==> src/rtl/onchip_ram_pkg.sv <==
`default_nettype none
// ============================================================================
// Module      : onchip_ram_pkg
// Description : Shared definitions for the on-chip RAM port controller:
//               controller state encoding, default RAM geometry and the
//               packed layout of a response-FIFO entry.
// Revision    : 1.0 - initial release
// ============================================================================
package onchip_ram_pkg;

    // Default geometry of the 256x16 block RAM
    localparam int c_DEF_ADDR_W = 8;
    localparam int c_DEF_DATA_W = 16;

    // Controller states
    typedef enum logic [0:0] {
        ST_INIT = 1'b0,
        ST_IDLE = 1'b1
    } state_t;

    // Response entry layout {wr, rdata}. The controller packs its FIFO words
    // in this same order (wr flag above the data) for any DATA_W.
    typedef struct packed {
        logic                    wr;
        logic [c_DEF_DATA_W-1:0] rdata;
    } rsp_entry_t;

endpackage : onchip_ram_pkg
`default_nettype wire

==> src/rtl/onchip_ram_rsp_fifo.sv <==
`default_nettype none
// ============================================================================
// Module      : onchip_ram_rsp_fifo
// Description : Synchronous first-word-fall-through FIFO. A word pushed at an
//               edge is presented on o_data (with o_empty low) in the next
//               cycle. Push and pop in the same cycle are allowed, also when
//               full.
// Ports       : clk, rst    - clock, synchronous active-high reset (flush)
//               i_push/i_data - write strobe and word
//               i_pop        - consume the head word
//               o_data       - head word (valid while o_empty is low)
//               o_full/o_empty - occupancy flags
// Revision    : 1.0 - initial release
// ============================================================================
module onchip_ram_rsp_fifo #(
    parameter int WIDTH = 17,
    parameter int DEPTH = 4
) (
    input  logic             clk,
    input  logic             rst,
    input  logic             i_push,
    input  logic [WIDTH-1:0] i_data,
    input  logic             i_pop,
    output logic [WIDTH-1:0] o_data,
    output logic             o_full,
    output logic             o_empty
);

    localparam int c_PTR_W = (DEPTH > 1) ? $clog2(DEPTH) : 1;
    localparam int c_CNT_W = $clog2(DEPTH + 1);
    localparam logic [c_PTR_W-1:0] c_LAST = c_PTR_W'(DEPTH - 1);
    localparam logic [c_CNT_W-1:0] c_FULL = c_CNT_W'(DEPTH);

    logic [WIDTH-1:0]   r_mem [DEPTH];
    logic [c_PTR_W-1:0] r_wr_ptr;
    logic [c_PTR_W-1:0] r_rd_ptr;
    logic [c_CNT_W-1:0] r_count;
    logic               w_wr_en;
    logic               w_rd_en;

    assign o_full  = (r_count == c_FULL);
    assign o_empty = (r_count == '0);
    assign o_data  = r_mem[r_rd_ptr];

    assign w_rd_en = i_pop & ~o_empty;
    // A pop frees the head slot in the same edge, so a full FIFO still takes
    // a simultaneous push.
    assign w_wr_en = i_push & (~o_full | w_rd_en);

    // Storage needs no reset; validity is tracked by r_count.
    always_ff @(posedge clk) begin
        if (w_wr_en) begin
            r_mem[r_wr_ptr] <= i_data;
        end
    end

    always_ff @(posedge clk) begin
        if (rst) begin
            r_wr_ptr <= '0;
            r_rd_ptr <= '0;
            r_count  <= '0;
        end else begin
            if (w_wr_en) begin
                r_wr_ptr <= (r_wr_ptr == c_LAST) ? '0 : r_wr_ptr + c_PTR_W'(1);
            end
            if (w_rd_en) begin
                r_rd_ptr <= (r_rd_ptr == c_LAST) ? '0 : r_rd_ptr + c_PTR_W'(1);
            end
            unique case ({w_wr_en, w_rd_en})
                2'b10:   r_count <= r_count + c_CNT_W'(1);
                2'b01:   r_count <= r_count - c_CNT_W'(1);
                default: r_count <= r_count;
            endcase
        end
    end

endmodule : onchip_ram_rsp_fifo
`default_nettype wire

==> src/rtl/onchip_ram_port_ctrl.sv <==
`default_nettype none
// ============================================================================
// Module      : onchip_ram_port_ctrl
// Description : Initiator-side controller for one port of the on-chip block
//               RAM. Turns a valid/ready request stream into registered RAM
//               port cycles, tracks the fixed read latency and returns read
//               data in request order through a FWFT response FIFO. After
//               reset it can sweep INIT_VAL into every address before
//               accepting traffic.
// Option      : ONCHIP_RAM_WR_ACK_EN - writes consume a credit and return a
//               response (o_rsp_wr=1, o_rsp_rdata=0) at read latency.
// Ports       : i_sys_clk, i_rst          - clock, sync active-high reset
//               i_req_*  / o_req_ready    - request stream
//               o_rsp_*  / i_rsp_ready    - response stream
//               o_ram_*  / i_ram_dout     - RAM port A
//               o_init_done               - sweep finished, operational
// Revision    : 1.0 - initial release
// ============================================================================
module onchip_ram_port_ctrl
    import onchip_ram_pkg::*;
#(
    parameter int                ADDR_W     = c_DEF_ADDR_W,
    parameter int                DATA_W     = c_DEF_DATA_W,
    parameter int                RD_LAT     = 1,
    parameter int                RSP_DEPTH  = 4,
    parameter int                INIT_CLEAR = 1,
    parameter logic [DATA_W-1:0] INIT_VAL   = '0
) (
    input  logic              i_sys_clk,
    input  logic              i_rst,
    input  logic              i_req_valid,
    output logic              o_req_ready,
    input  logic              i_req_we,
    input  logic [ADDR_W-1:0] i_req_addr,
    input  logic [DATA_W-1:0] i_req_wdata,
    output logic              o_rsp_valid,
    input  logic              i_rsp_ready,
    output logic [DATA_W-1:0] o_rsp_rdata,
    output logic              o_rsp_wr,
    output logic              o_ram_en,
    output logic              o_ram_we,
    output logic [ADDR_W-1:0] o_ram_addr,
    output logic [DATA_W-1:0] o_ram_din,
    input  logic [DATA_W-1:0] i_ram_dout,
    output logic              o_init_done
);

    localparam int c_OUT_W = $clog2(RSP_DEPTH + 1);
    localparam logic [c_OUT_W-1:0] c_CREDITS    = c_OUT_W'(RSP_DEPTH);
    localparam logic [ADDR_W-1:0]  c_SWEEP_LAST = '1;
    localparam state_t c_RST_STATE = (INIT_CLEAR != 0) ? ST_INIT : ST_IDLE;
`ifdef ONCHIP_RAM_WR_ACK_EN
    localparam int c_RSP_W = DATA_W + 1;
`else
    localparam int c_RSP_W = DATA_W;
`endif

    state_t              r_state;
    state_t              w_state_next;
    logic [ADDR_W-1:0]   r_sweep;
    logic [ADDR_W-1:0]   w_sweep_next;

    logic                r_ram_en;
    logic                r_ram_we;
    logic [ADDR_W-1:0]   r_ram_addr;
    logic [DATA_W-1:0]   r_ram_din;
    logic                w_ram_en_next;
    logic                w_ram_we_next;
    logic [ADDR_W-1:0]   w_ram_addr_next;
    logic [DATA_W-1:0]   w_ram_din_next;

    // Set alongside a RAM cycle that must produce a response
    logic                r_ram_rsp;
    logic [RD_LAT-1:0]   r_rsp_pipe;

    logic [c_OUT_W-1:0]  r_outstanding;
    logic                w_credit;
    logic                w_accept;
    logic                w_credit_take;
    logic                w_pop;
    logic                w_push;
    logic [c_RSP_W-1:0]  w_push_data;
    logic [c_RSP_W-1:0]  w_head;
    logic                w_fifo_full;
    logic                w_fifo_empty;

    // ------------------------------------------------------------------
    // Request acceptance. Credits are judged on the registered count, so
    // a pop in this cycle only frees a credit from the next cycle on.
    // ------------------------------------------------------------------
    assign w_credit = (r_outstanding < c_CREDITS);
    assign w_accept = i_req_valid & o_req_ready;
    assign w_pop    = o_rsp_valid & i_rsp_ready;

`ifdef ONCHIP_RAM_WR_ACK_EN
    logic                r_ram_rsp_wr;
    logic [RD_LAT-1:0]   r_wr_pipe;

    assign o_req_ready   = ~i_rst & (r_state == ST_IDLE) & w_credit;
    assign w_credit_take = w_accept;
    assign w_push_data   = {r_wr_pipe[RD_LAT-1],
                            r_wr_pipe[RD_LAT-1] ? {DATA_W{1'b0}} : i_ram_dout};
    assign o_rsp_rdata   = w_head[DATA_W-1:0];
    assign o_rsp_wr      = w_head[DATA_W];
`else
    assign o_req_ready   = ~i_rst & (r_state == ST_IDLE) & (i_req_we | w_credit);
    assign w_credit_take = w_accept & ~i_req_we;
    assign w_push_data   = i_ram_dout;
    assign o_rsp_rdata   = w_head;
    assign o_rsp_wr      = 1'b0;
`endif

    // ------------------------------------------------------------------
    // FSM next state and RAM port next values
    // ------------------------------------------------------------------
    always_comb begin
        w_state_next    = r_state;
        w_sweep_next    = r_sweep;
        w_ram_en_next   = 1'b0;
        w_ram_we_next   = 1'b0;
        w_ram_addr_next = r_ram_addr;
        w_ram_din_next  = r_ram_din;
        unique case (r_state)
            ST_INIT: begin
                w_ram_en_next   = 1'b1;
                w_ram_we_next   = 1'b1;
                w_ram_addr_next = r_sweep;
                w_ram_din_next  = INIT_VAL;
                w_sweep_next    = r_sweep + 1'b1;
                if (r_sweep == c_SWEEP_LAST) begin
                    w_state_next = ST_IDLE;
                end
            end
            ST_IDLE: begin
                if (w_accept) begin
                    w_ram_en_next   = 1'b1;
                    w_ram_we_next   = i_req_we;
                    w_ram_addr_next = i_req_addr;
                    w_ram_din_next  = i_req_wdata;
                end
            end
            default: w_state_next = ST_IDLE;
        endcase
    end

    always_ff @(posedge i_sys_clk) begin
        if (i_rst) begin
            r_state       <= c_RST_STATE;
            r_sweep       <= '0;
            r_ram_en      <= 1'b0;
            r_ram_we      <= 1'b0;
            r_ram_addr    <= '0;
            r_ram_din     <= '0;
            r_ram_rsp     <= 1'b0;
            r_rsp_pipe    <= '0;
            r_outstanding <= '0;
        end else begin
            r_state    <= w_state_next;
            r_sweep    <= w_sweep_next;
            r_ram_en   <= w_ram_en_next;
            r_ram_we   <= w_ram_we_next;
            r_ram_addr <= w_ram_addr_next;
            r_ram_din  <= w_ram_din_next;
            r_ram_rsp  <= w_credit_take;

            // Valid bit follows the RAM cycle; its tail lines up with dout.
            r_rsp_pipe[0] <= r_ram_rsp;
            for (int k = 1; k < RD_LAT; k++) begin
                r_rsp_pipe[k] <= r_rsp_pipe[k-1];
            end

            unique case ({w_credit_take, w_pop})
                2'b10:   r_outstanding <= r_outstanding + c_OUT_W'(1);
                2'b01:   r_outstanding <= r_outstanding - c_OUT_W'(1);
                default: r_outstanding <= r_outstanding;
            endcase
        end
    end

`ifdef ONCHIP_RAM_WR_ACK_EN
    always_ff @(posedge i_sys_clk) begin
        if (i_rst) begin
            r_ram_rsp_wr <= 1'b0;
            r_wr_pipe    <= '0;
        end else begin
            r_ram_rsp_wr <= w_accept & i_req_we;
            r_wr_pipe[0] <= r_ram_rsp_wr;
            for (int k = 1; k < RD_LAT; k++) begin
                r_wr_pipe[k] <= r_wr_pipe[k-1];
            end
        end
    end
`endif

    assign w_push = r_rsp_pipe[RD_LAT-1];

    // ------------------------------------------------------------------
    // Response buffer. Outstanding credits cover both in-flight reads and
    // buffered words, so the FIFO can never be pushed while full.
    // ------------------------------------------------------------------
    onchip_ram_rsp_fifo #(
        .WIDTH (c_RSP_W),
        .DEPTH (RSP_DEPTH)
    ) u_rsp_fifo (
        .clk     (i_sys_clk),
        .rst     (i_rst),
        .i_push  (w_push),
        .i_data  (w_push_data),
        .i_pop   (w_pop),
        .o_data  (w_head),
        .o_full  (w_fifo_full),
        .o_empty (w_fifo_empty)
    );

    always_ff @(posedge i_sys_clk) begin
        if (!i_rst) begin
            assert (!(w_push && w_fifo_full));
        end
    end

    assign o_rsp_valid = ~w_fifo_empty;
    assign o_ram_en    = r_ram_en;
    assign o_ram_we    = r_ram_we;
    assign o_ram_addr  = r_ram_addr;
    assign o_ram_din   = r_ram_din;
    assign o_init_done = (r_state == ST_IDLE);

endmodule : onchip_ram_port_ctrl
`default_nettype wire

==> config.mk <==
export PLATFORM = sky130hd
export DESIGN_NAME = onchip_ram_port_ctrl
export DESIGN_NICKNAME = d
export VERILOG_FILES = /design/src/rtl/onchip_ram_pkg.sv /design/src/rtl/onchip_ram_rsp_fifo.sv /design/src/rtl/onchip_ram_port_ctrl.sv
export SDC_FILE = /design/constraint.sdc
export NUM_CORES = 1
export LEC_CHECK = 0
export ABC_CLOCK_PERIOD_IN_PS = 2400
export CORE_MARGIN = 1.5
export CORE_UTILIZATION = 45
export CTS_BUF_LIST = sky130_fd_sc_hd__clkbuf_8
export DETAILED_ROUTE_END_ITERATION = 10
export GPL_TIMING_DRIVEN = 0
export PLACE_DENSITY_LB_ADDON = 0.1
export SETUP_SLACK_MARGIN = 0.4
export SLEW_MARGIN = 10
export SYNTH_ARGS = -nofsm -noshare
export SYNTH_HDL_FRONTEND = slang
export SYNTH_SLANG_ARGS = --single-unit
export TNS_END_PERCENT = 5
==> constraint.sdc <==
create_clock -name i_sys_clk -period 2.4 [get_ports i_sys_clk]
set_input_delay 0.48 -clock i_sys_clk [delete_from_list [all_inputs] [get_ports i_sys_clk]]
set_output_delay 0.48 -clock i_sys_clk [all_outputs]
set_load 0.01 [all_outputs]
# Word level (Yosys, flattened, before mapping)
# Memories as Yosys holds them, arrays and structs flattened. A register that Yosys moved wholly into a read port is not among the register bits.
# Index checks and enable logic that the tools add are counted.
[op_classes]
n_addsub = 7
n_lt_le_gt_ge = 1
eq_ne = 9
mux = 18
n_bitwise = 14
reduce_logical = 3
[ops]
columns = ["op", "count"]
rows = [
  ["16-bit one-hot mux with 2 select lines", 1],
  ["16-bit 2-to-1 mux", 1],
  ["8-bit one-hot mux with 2 select lines", 1],
  ["3-bit one-hot mux with 2 select lines", 2],
  ["8-bit by 1-bit adder with 8-bit output (second input constant)", 1],
  ["2-bit equality test (second input constant)", 4],
  ["8-bit equality test (second input constant)", 1],
  ["2-bit 2-to-1 mux", 4],
  ["8-bit 2-to-1 mux", 1],
  ["1-bit AND", 7],
  ["3-bit by 1-bit adder with 3-bit output (second input constant)", 2],
  ["1-bit 2-to-1 mux", 6],
  ["3-bit by 1-bit subtractor with 3-bit output (second input constant)", 2],
  ["1-bit NOT", 5],
  ["2-bit by 1-bit adder with 2-bit output (second input constant)", 2],
  ["2-bit by 1-bit equality test with 1-bit output (second input constant)", 2],
  ["1-bit one-hot mux with 2 select lines", 2],
  ["2-bit nonzero test", 2],
  ["3-bit equality test (second input constant)", 1],
  ["3-bit logical NOT", 1],
  ["3-bit < comparator (second input constant)", 1],
  ["2-bit by 1-bit != test with 1-bit output (second input constant)", 1],
  ["1-bit bitwise OR", 2],
]
[word_totals]
ff_bits = 47
ramBits = 64
inputBits = 45
out_inout_bits = 46
word_cells = 65
mem_count = 1
[mem_list]
columns = ["name", "words", "word_bits", "rd", "rd_ports_with_merged_regs", "write_ports", "line_no", "rtl"]
rows = [
  ["u_rsp_fifo.r_mem", 4, 16, 1, 1, 1, "onchip_ram_rsp_fifo.sv:34", "logic [WIDTH-1:0] r_mem [DEPTH];"],
]

# Depth between registers and ports, before layout
# Gate-level depths: netlist (run 1).
[logic_depth]
depth_word = 8
depth_mapped = 11
depth_no_buf = 9

# Hierarchy
# Synthesis (run 1) repeated with hierarchy kept, for this count alone.
[unflattened]
hier_cells = 349
hier_area_um2 = 4675.7
[by_module_without_submodules]
columns = ["module", "instances", "cells_per_inst", "area_per_inst_um2", "seq_area_each_um2"]
rows = [
  ["onchip_ram_rsp_fifo", 1, 150, 2890.3, 2102.0],
  ["onchip_ram_port_ctrl", 1, 199, 1785.5, 800.8],
]

# Worst setup path after synthesis (run 1)
# No wires, ideal clock.
[synth_timing]
path_type = "input to register"
start = "in i_rsp_ready"
end = "reg u_rsp_fifo.r_count[2]"
setup_time_ns = 0.070
t_arrival_ns = 2.091
t_required_ns = 2.330
slack_ns = 0.239
cell_stages = 9
n_path_buf = 0
cell_sequence = "nor4b_2 -> nor2_1 -> inv_1 -> ha_1 -> inv_1 -> fa_1 -> xor2_1 -> or3_1 -> a21oi_1"
[synth_via]
elab_chain_len = 6
elab_cells_between_ends = 8
cone_classes = "2 x eq/ne; 1 x mux; 4 x bitwise; 1 x reduce/logical"
[synth_rtl]
columns = ["item", "line_no", "rtl"]
rows = [
  ["start, declared", "onchip_ram_port_ctrl.sv:37", "input logic i_rsp_ready,"],
  ["1-bit AND (*)", "onchip_ram_port_ctrl.sv:93", "assign w_pop = o_rsp_valid & i_rsp_ready;"],
  ["1-bit AND (*)", "onchip_ram_rsp_fifo.sv:45", "assign w_rd_en = i_pop & ~o_empty;"],
  ["1-bit bitwise OR", "onchip_ram_rsp_fifo.sv:48", "assign w_wr_en = i_push & (~o_full | w_rd_en);"],
  ["1-bit AND", "onchip_ram_rsp_fifo.sv:48", ""],
  ["2-bit by 1-bit equality test with 1-bit output / 2-bit equality test (equally long branches)", "onchip_ram_rsp_fifo.sv:69", "unique case ({w_wr_en, w_rd_en})"],
  ["3-bit one-hot mux with 2 select lines / 2-bit nonzero test (equally long branches)", "n/a", ""],
  ["end signal, assigned", "onchip_ram_rsp_fifo.sv:70", "2'b10: r_count <= r_count + c_CNT_W'(1);"],
  ["end signal, assigned", "onchip_ram_rsp_fifo.sv:71", "2'b01: r_count <= r_count - c_CNT_W'(1);"],
  ["end signal, assigned", "onchip_ram_rsp_fifo.sv:72", "default: r_count <= r_count;"],
  ["end, declared", "onchip_ram_rsp_fifo.sv:37", "logic [c_CNT_W-1:0] r_count;"],
]
# Every way passes the cells marked *; elsewhere a longest branch is shown, timed or not.
# A chain may end at the register's enable or synchronous reset.

==> reports/results.txt, run 1 <==
Max Cap Viol: 0
Antenna Cells: 0
FILL cells: 775
first-pass GRT wire length: 15.4 mm
Max H-tree Level: 4
GRT Total Usage: 18.3%
Max Slew Vio Count: 0
DRC Markers: 0
Post-Synth XOR/XNOR Area: 1.52%
drt initial violations: 95
PwrDens: 654 nW/um2
WL per Instance: 15.8 um
leakage power: 2.13 nW
Site Rows: 36
post-synthesis mux area share: 8.51%
setup TNS: 0 ns
RSZ-0062 raised after global routing: yes
ys flop type: edfxtp_1
post-route antenna net violation count: 0
min Tclk post-route: 2.14 ns
Pint: 0.00317 W
Post-synth ARST share: 0%
CP max FO: 5
DR vias: 3,129
Post-synth EDFFs: 64
vias in the first global route: 3,221
area delta synth->final: 34.5%
layout cells sized above 1: 24.5%
TritonCTS clock tree: yes
status: completed
gp weighted congestion: 0.831
IO Port Bufs: 89
Die H: 104 um
crit start category: flip-flop
Root Buffer Master: clkbuf_8
initial antenna violation count: 0
switching power: 0.000874 W
DP Cell Count: 558
Mapped Nets: 391
post-synthesis compound-gate area fraction: 9.46%
FMAX: 0.467 GHz
CP max-delay cell: mux4_2
Total Routed Length: 9.50 mm
critical path required time: 1.92 ns
Syn Area/Cell: 13.7 um2
Multi-input gate area: 1540 um2
CTS clk-pin slew, worst paths: 0.07 ns
worst setup margin: 0.257 ns
dpl hpwl: 6.25 mm
dpl ws: -0.430 ns
Clk pwr share: 45.5%
Seq cells post-synth: 113
iteration count of the initial detailed-routing pass: 4
post-synth design cell area: 4600 um2
Slew @ Worst Pin: 0.855 ns
vias per cell: 5.20
Max-slew headroom: 43.0%
Final period util: 89.3%
Hold WC Path Type: flip-flop to flip-flop
critical path class: flip-flop to output port
Mapped Cells: 336
Synthesis Warnings: 0
peak supply drop: 0.555 mV
hold violation count in the final report: 0
Num Clock Sinks: 113
worst skew pair latency: 0.42 ns
Ports: 91
Reg area: 2910 um2
synth unique cells: 47
part of the power in registers: 50.8%
# hold bufs at CTS: 0
Starting Density: 46.7%
final std cells w/o fill: 602
Core Region: 9860 um2
largest family of logic cells by synthesized area: simple AND/OR/NAND/NOR gates
sw frac: 21.6%
Die Wd: 104 um
area share of fa/ha/maj cells after synthesis: 3.05%
clock skew: 0.0100 ns
Die ar.: 10,800 um2
Final #Nets: 511
Comb power frac: 3.7%
critical path, cell by cell: buf_6 -> buf_12 -> mux4_2 -> buf_2
delay of the slowest critical-path stage: 0.51 ns
Worst setup EP type: output port
simple-gate share of the synthesized area: 10.2%
register area share after synthesis: 63.1%
Worst EP arrival: 1.66 ns
Congestion Overflow GR: 0
endpoints failing setup: 0
cts bufs inserted: 17
largest net degree at the start of global routing: 17
CTS Buffer Depth: 2
==> layout make-up <==
class | count | share of cell area [%]
inverters | 13 | 0.789
clock buffers | 17 | 3.78
plain buffers | 24 | 2.89
multi-input cells | 186 | 24.9
flip-flops and latches | 113 | 47.0
repair buffers | 101 | 15.0
well taps | 133 | 2.69
clock inverters | 15 | 2.95
==> metal layers <==
metal / wire [um] / share of wire (%) / vias up / track usage, %
met5: 0 / 0 / - / 0
met4: 76 / 0.80 / 0 / 4.86
met3: 474 / 5.0 / 8 / 6.08
met2: 4850 / 51 / 88 / 31.2
met1: 4100 / 43 / 1523 / 22.4
li1: - / - / 1510 / -
==> per-stage QoR <==
stage          util, %  hold slack, ns  cell area [um2]  total power, W
6_report          62.7           0.441             6190         0.00405
3_5_place_dp      57.6           0.433             5680         0.00225
2_1_floorplan        -           0.414             4620         0.00214
4_1_cts           62.2           0.449             6140         0.00408
5_1_grt           62.7           0.464             6190         0.00419
3_3_place_gp      57.6           0.434             5680         0.00224
==> layout by cell type (no fill, tap or decap), drive strengths merged, types with 12 or more instances in the layout <==
| cell type | netlist | layout |
|---|---|---|
| nand4 | 17 | 17 |
| buf | 24 | 53 |
| inv | 13 | 17 |
| edfxtp | 64 | 64 |
| mux4 | 16 | 16 |
| clkdlybuf4s50 | 0 | 69 |
| clkbuf | 0 | 17 |
| a21oi | 21 | 21 |
| o31ai | 15 | 15 |
| nand2 | 12 | 12 |
| dfxtp | 49 | 49 |
| nor2 | 28 | 28 |
==> path summary, 6_finish.rpt <==
| path | from | endpoint | slack [ns] | depth (start not counted) |
|---|---|---|---|---|
| hold reg to reg | r_ram_rsp | r_rsp_pipe | 0.44 | 1 |
| hold / removal | r_ram_rsp | r_rsp_pipe | 0.44 | 1 |
| setup / recovery | flip-flop | o_rsp_rdata[12] | 0.26 | 4 |
| setup reg to reg | o_init_done | r_outstanding[2] | 0.31 | 11 |
==> cells in the mapped netlist, drive strengths merged, types with 4 or more instances <==
cell / count / area (um2)
edfxtp: 64 / 1920
dfxtp: 49 / 981
nor2: 28 / 105
buf: 24 / 141
a21oi: 21 / 105
nand4: 17 / 106
mux4: 16 / 360
o31ai: 15 / 131
inv: 13 / 48.8
nand2: 12 / 45.0
o21ai: 10 / 50.0
ha: 8 / 100
xor2: 7 / 61.3
or3: 5 / 31.3
and2: 4 / 25.0
o221a: 4 / 45.0
o31a: 4 / 35.0
==> kinds of logic (layout without fill, tap and decap cells) <==
group                      after synthesis  in the layout
DFF                                    113            113
adders and majority gates               10             10
xor gates and xnor gates                 8              8
buffers and inverters                   37            170
muxes                                   19             19
AOI/OAI and AO/OA                       62             62
and+or+nand+nor                         86             86
other                                    1              1
==> power groups by stage <==
stage / sequential [W] / clock, W / combinational, W
6_report: 0.00206 / 0.00184 / 0.000148
3_5_place_dp: 0.00210 / 0 / 0.000146
5_1_grt: 0.00206 / 0.00197 / 0.000158
2_1_floorplan: 0.00210 / 0 / 0.0000373
3_3_place_gp: 0.00210 / 0 / 0.000143
4_1_cts: 0.00206 / 0.00187 / 0.000147
==> state kept, by name (all words and copies together) (netlist names), named ones only <==
name	flops
r_outstanding	3
u_rsp_fifo.r_count	3
u_rsp_fifo.r_mem	64
u_rsp_fifo.r_rd_ptr	2
o_ram_en	1
u_rsp_fifo.r_wr_ptr	2
o_ram_we	1
o_init_done	1
r_ram_rsp	1
r_sweep	8
o_ram_addr	8
o_ram_din	16
r_rsp_pipe	1
==> worst max-delay path: cells and delay by family (launching register included) <==
kind     cells  cell delay (ns)
flops        1             0.32
buf+inv      3             0.42
mux          1             0.51
==> what timing repair did <==
| item | CTS | global route |
|---|---|---|
| buffers inserted | 7 | 4 |
| resized for setup | 88 | 6 |
| pin swaps | 2 | 2 |
| setup endpoints to repair | 39 | 22 |
| gates cloned | 1 | 0 |
(Power assumes the default switching activity.)
==> inputs of run 2 (changes only) <==
ABC_AREA = 1   (was default)
CORE_MARGIN = 2   (was 1.5)
CTS_BUF_LIST = sky130_fd_sc_hd__clkbuf_4   (was sky130_fd_sc_hd__clkbuf_8)
==> reports/results.txt, run 2 <==
min Tclk post-route: 2.05 ns (-0.0920 ns)
Comb power frac: 16.0% (+12 points)
worst setup margin: 0.349 ns (+0.0920 ns)
Total Routed Length: 10.5 mm (+11%)
Synthesis Warnings: 0 (unchanged)
layout cells sized above 1: 23.9% (-0.66 points)
final std cells w/o fill: 703 (+17%)
CTS clk-pin slew, worst paths: 0.10 ns (+0.03 ns)
peak supply drop: 0.331 mV (-40%)
sw frac: 25.5% (+3.9 points)
clock skew: 0.0238 ns (+0.0138 ns)
part of the power in registers: 45.0% (-5.8 points)
Pint: 0.00351 W (+11%)
Die H: 104 um (-0.29%)
register area share after synthesis: 64.7% (+1.7 points)
CTS Buffer Depth: 2 (unchanged)
total power: 0.00471 W (+16%)
Ports: 91 (unchanged)
Clk pwr share: 39.0% (-6.5 points)
Seq cells post-synth: 113 (unchanged)
most frequent cells after synthesis: edfxtp_1 (64), nor2_1 (64), o21ai_0 (54), nand2_1 (53), dfxtp_1 (49)
post-synth top area share: 42.9% (+1.1 points)
worst skew pair latency: 0.50 ns (+0.08 ns)
cells on worst reg2reg path: 16 (+5)
most frequent cells in the layout: clkdlybuf4s50_1 (70), edfxtp_1 (64), nor2_1 (58)
Congestion Overflow GR: 0 (unchanged)
GRT Total Usage: 20.1% (+1.8 points)
WHS Path Cells: 2 (+1)
first-pass GRT wire length: 16.8 mm (+9.1%)
IO Port Bufs: 88 (-1.1%)
Max H-tree Level: 4 (unchanged)
commonest non-fill, non-tap cell in the layout: clkdlybuf4s50_1
Largest register FFs: 64 (unchanged)
initial antenna violation count: 0 (unchanged)
crit start category: flip-flop
Max-slew headroom: 62.3% (+19 points)
endpoints failing setup: 0 (unchanged)
Worst EP arrival: 1.57 ns (-0.09 ns)
critical path class: flip-flop to output port
vias in the first global route: 3,459 (+7.4%)
Mapped Nets: 487 (+25%)
Antenna Cells: 0 (unchanged)
switching power: 0.00120 W (+38%)
Worst setup EP type: output port
area delta synth->final: 40.7%
CP max FO: 8 (+3)
Post-synth EDFFs: 64 (unchanged)
DR vias: 3,462 (+11%)
Max Slew Vio Count: 0 (unchanged)
FMAX: 0.488 GHz (+4.5%)
Slew @ Worst Pin: 0.564 ns (-0.290 ns)
Max Cap Viol: 0 (unchanged)
PwrDens: 747 nW/um2 (+14%)
Die Wd: 104 um (-0.29%)
largest net degree at the start of global routing: 17 (unchanged)
Root Buffer Master: clkbuf_4
synth unique cells: 27 (-43%)
TritonCTS clock tree: yes
leakage power: 2.40 nW (+13%)
critical path required time: 1.92 ns (about the same)
FILL cells: 801 (+3.4%)
Final #Nets: 612 (+20%)
Num Clock Sinks: 113 (unchanged)
DP Cell Count: 657 (+18%)
ys flop type: edfxtp_1
WL per Instance: 15.0 um (-5.3%)
Core Region: 9730 um2 (-1.4%)
drt initial violations: 158 (+66%)
Site Rows: 36 (unchanged)
cts bufs inserted: 17 (unchanged)
top cell type by total area after synthesis: edfxtp_1
status: completed
Area contributors post-synth: edfxtp_1 (43%), dfxtp_1 (22%), o21ai_0 (6.0%)
Biggest register: u_rsp_fifo.r_mem
Syn Area/Cell: 10.4 um2 (-24%)
gp weighted congestion: 0.779 (-6.3%)
post-route antenna net violation count: 0 (unchanged)
Final period util: 85.5% (-3.8 points)
RSZ-0062 raised after global routing: yes
post-synth design cell area: 4480 um2 (-2.6%)
iteration count of the initial detailed-routing pass: 4 (unchanged)
vias per cell: 4.92 (-5.3%)
Post-synth ARST share: 0% (unchanged)
hold_ws: 0.187 ns (-0.254 ns)
Hold WC Path Type: input pin to flip-flop
hold violation count in the final report: 0 (unchanged)
Die ar.: 10,800 um2 (-0.58%)
DRC Markers: 0 (unchanged)
Starting Density: 46.1% (-0.56 points)
Mapped Cells: 432 (+29%)
dpl hpwl: 7.07 mm (+13%)
dpl ws: -0.302 ns (+0.128 ns)
-- run 2: worst max-delay path: stages, from the launching register on --
cell       delay, ns
dfxtp_4         0.47
inv_8           0.07
clkbuf_16       0.16
o21ai_2         0.11
o22ai_2         0.10
buf_2           0.15
-- run 2: power by group through the flow --
stage          combinational (W)  clock (W)  sequential, W
2_1_floorplan           0.000297          0        0.00214
3_3_place_gp            0.000610          0        0.00215
3_5_place_dp            0.000628          0        0.00215
4_1_cts                 0.000751    0.00186        0.00212
5_1_grt                 0.000819    0.00194        0.00213
6_report                0.000755    0.00184        0.00212
-- run 2: layout make-up --
type,instances,area [um2],share of cell area [%]
clock buffer,17,128,2.02
buffer,20,272,4.30
timing repair buffer,106,995,15.8
inverter,42,170,2.70
sequential,113,2910,46.2
tap,133,166,2.64
multi-input combinational,257,1410,22.4
clock inverter,15,253,4.01
-- run 2: worst paths after layout --
check	from	endpoint	slack (ns)
setup / recovery	flip-flop	o_rsp_rdata[13]	0.35
hold / removal	i_rst	r_rsp_pipe	0.19
setup reg to reg	o_init_done	r_outstanding[2]	0.38
hold reg to reg	r_ram_rsp	r_rsp_pipe	0.42
-- run 2: repair_timing --
action	in CTS	in global routing
cloned	5	0
setup endpoints to repair	21	22
resized for setup	154	5
hold buffers	0	0
pin swaps	7	4
setup buffers	9	0
-- run 2: logic make-up after synthesis --
kind of cell	count (synthesis)	share of synthesized area [%]
and+or+nand+nor	143	13.7
DFF	113	64.7
AOI/OAI and AO/OA	103	12.1
buffers and inverters	62	6.22
adders and majority gates	10	3.13
other	1	0.0836
-- run 2: stage by stage --
step	util, %	area [um2]	setup TNS, ns
5_1_grt	64.9	6310	0
6_report	64.9	6310	0
3_3_place_gp	57.1	5550	-29.70
3_5_place_dp	57.7	5620	-0.741
2_1_floorplan	-	4510	0
4_1_cts	64.6	6290	0
-- run 2: layer usage --
layer	global-route usage, %	routed length [um]
met1	21.8	4280
met2	37.1	5530
met3	6.23	544
met4	6.56	154
met5	0	0
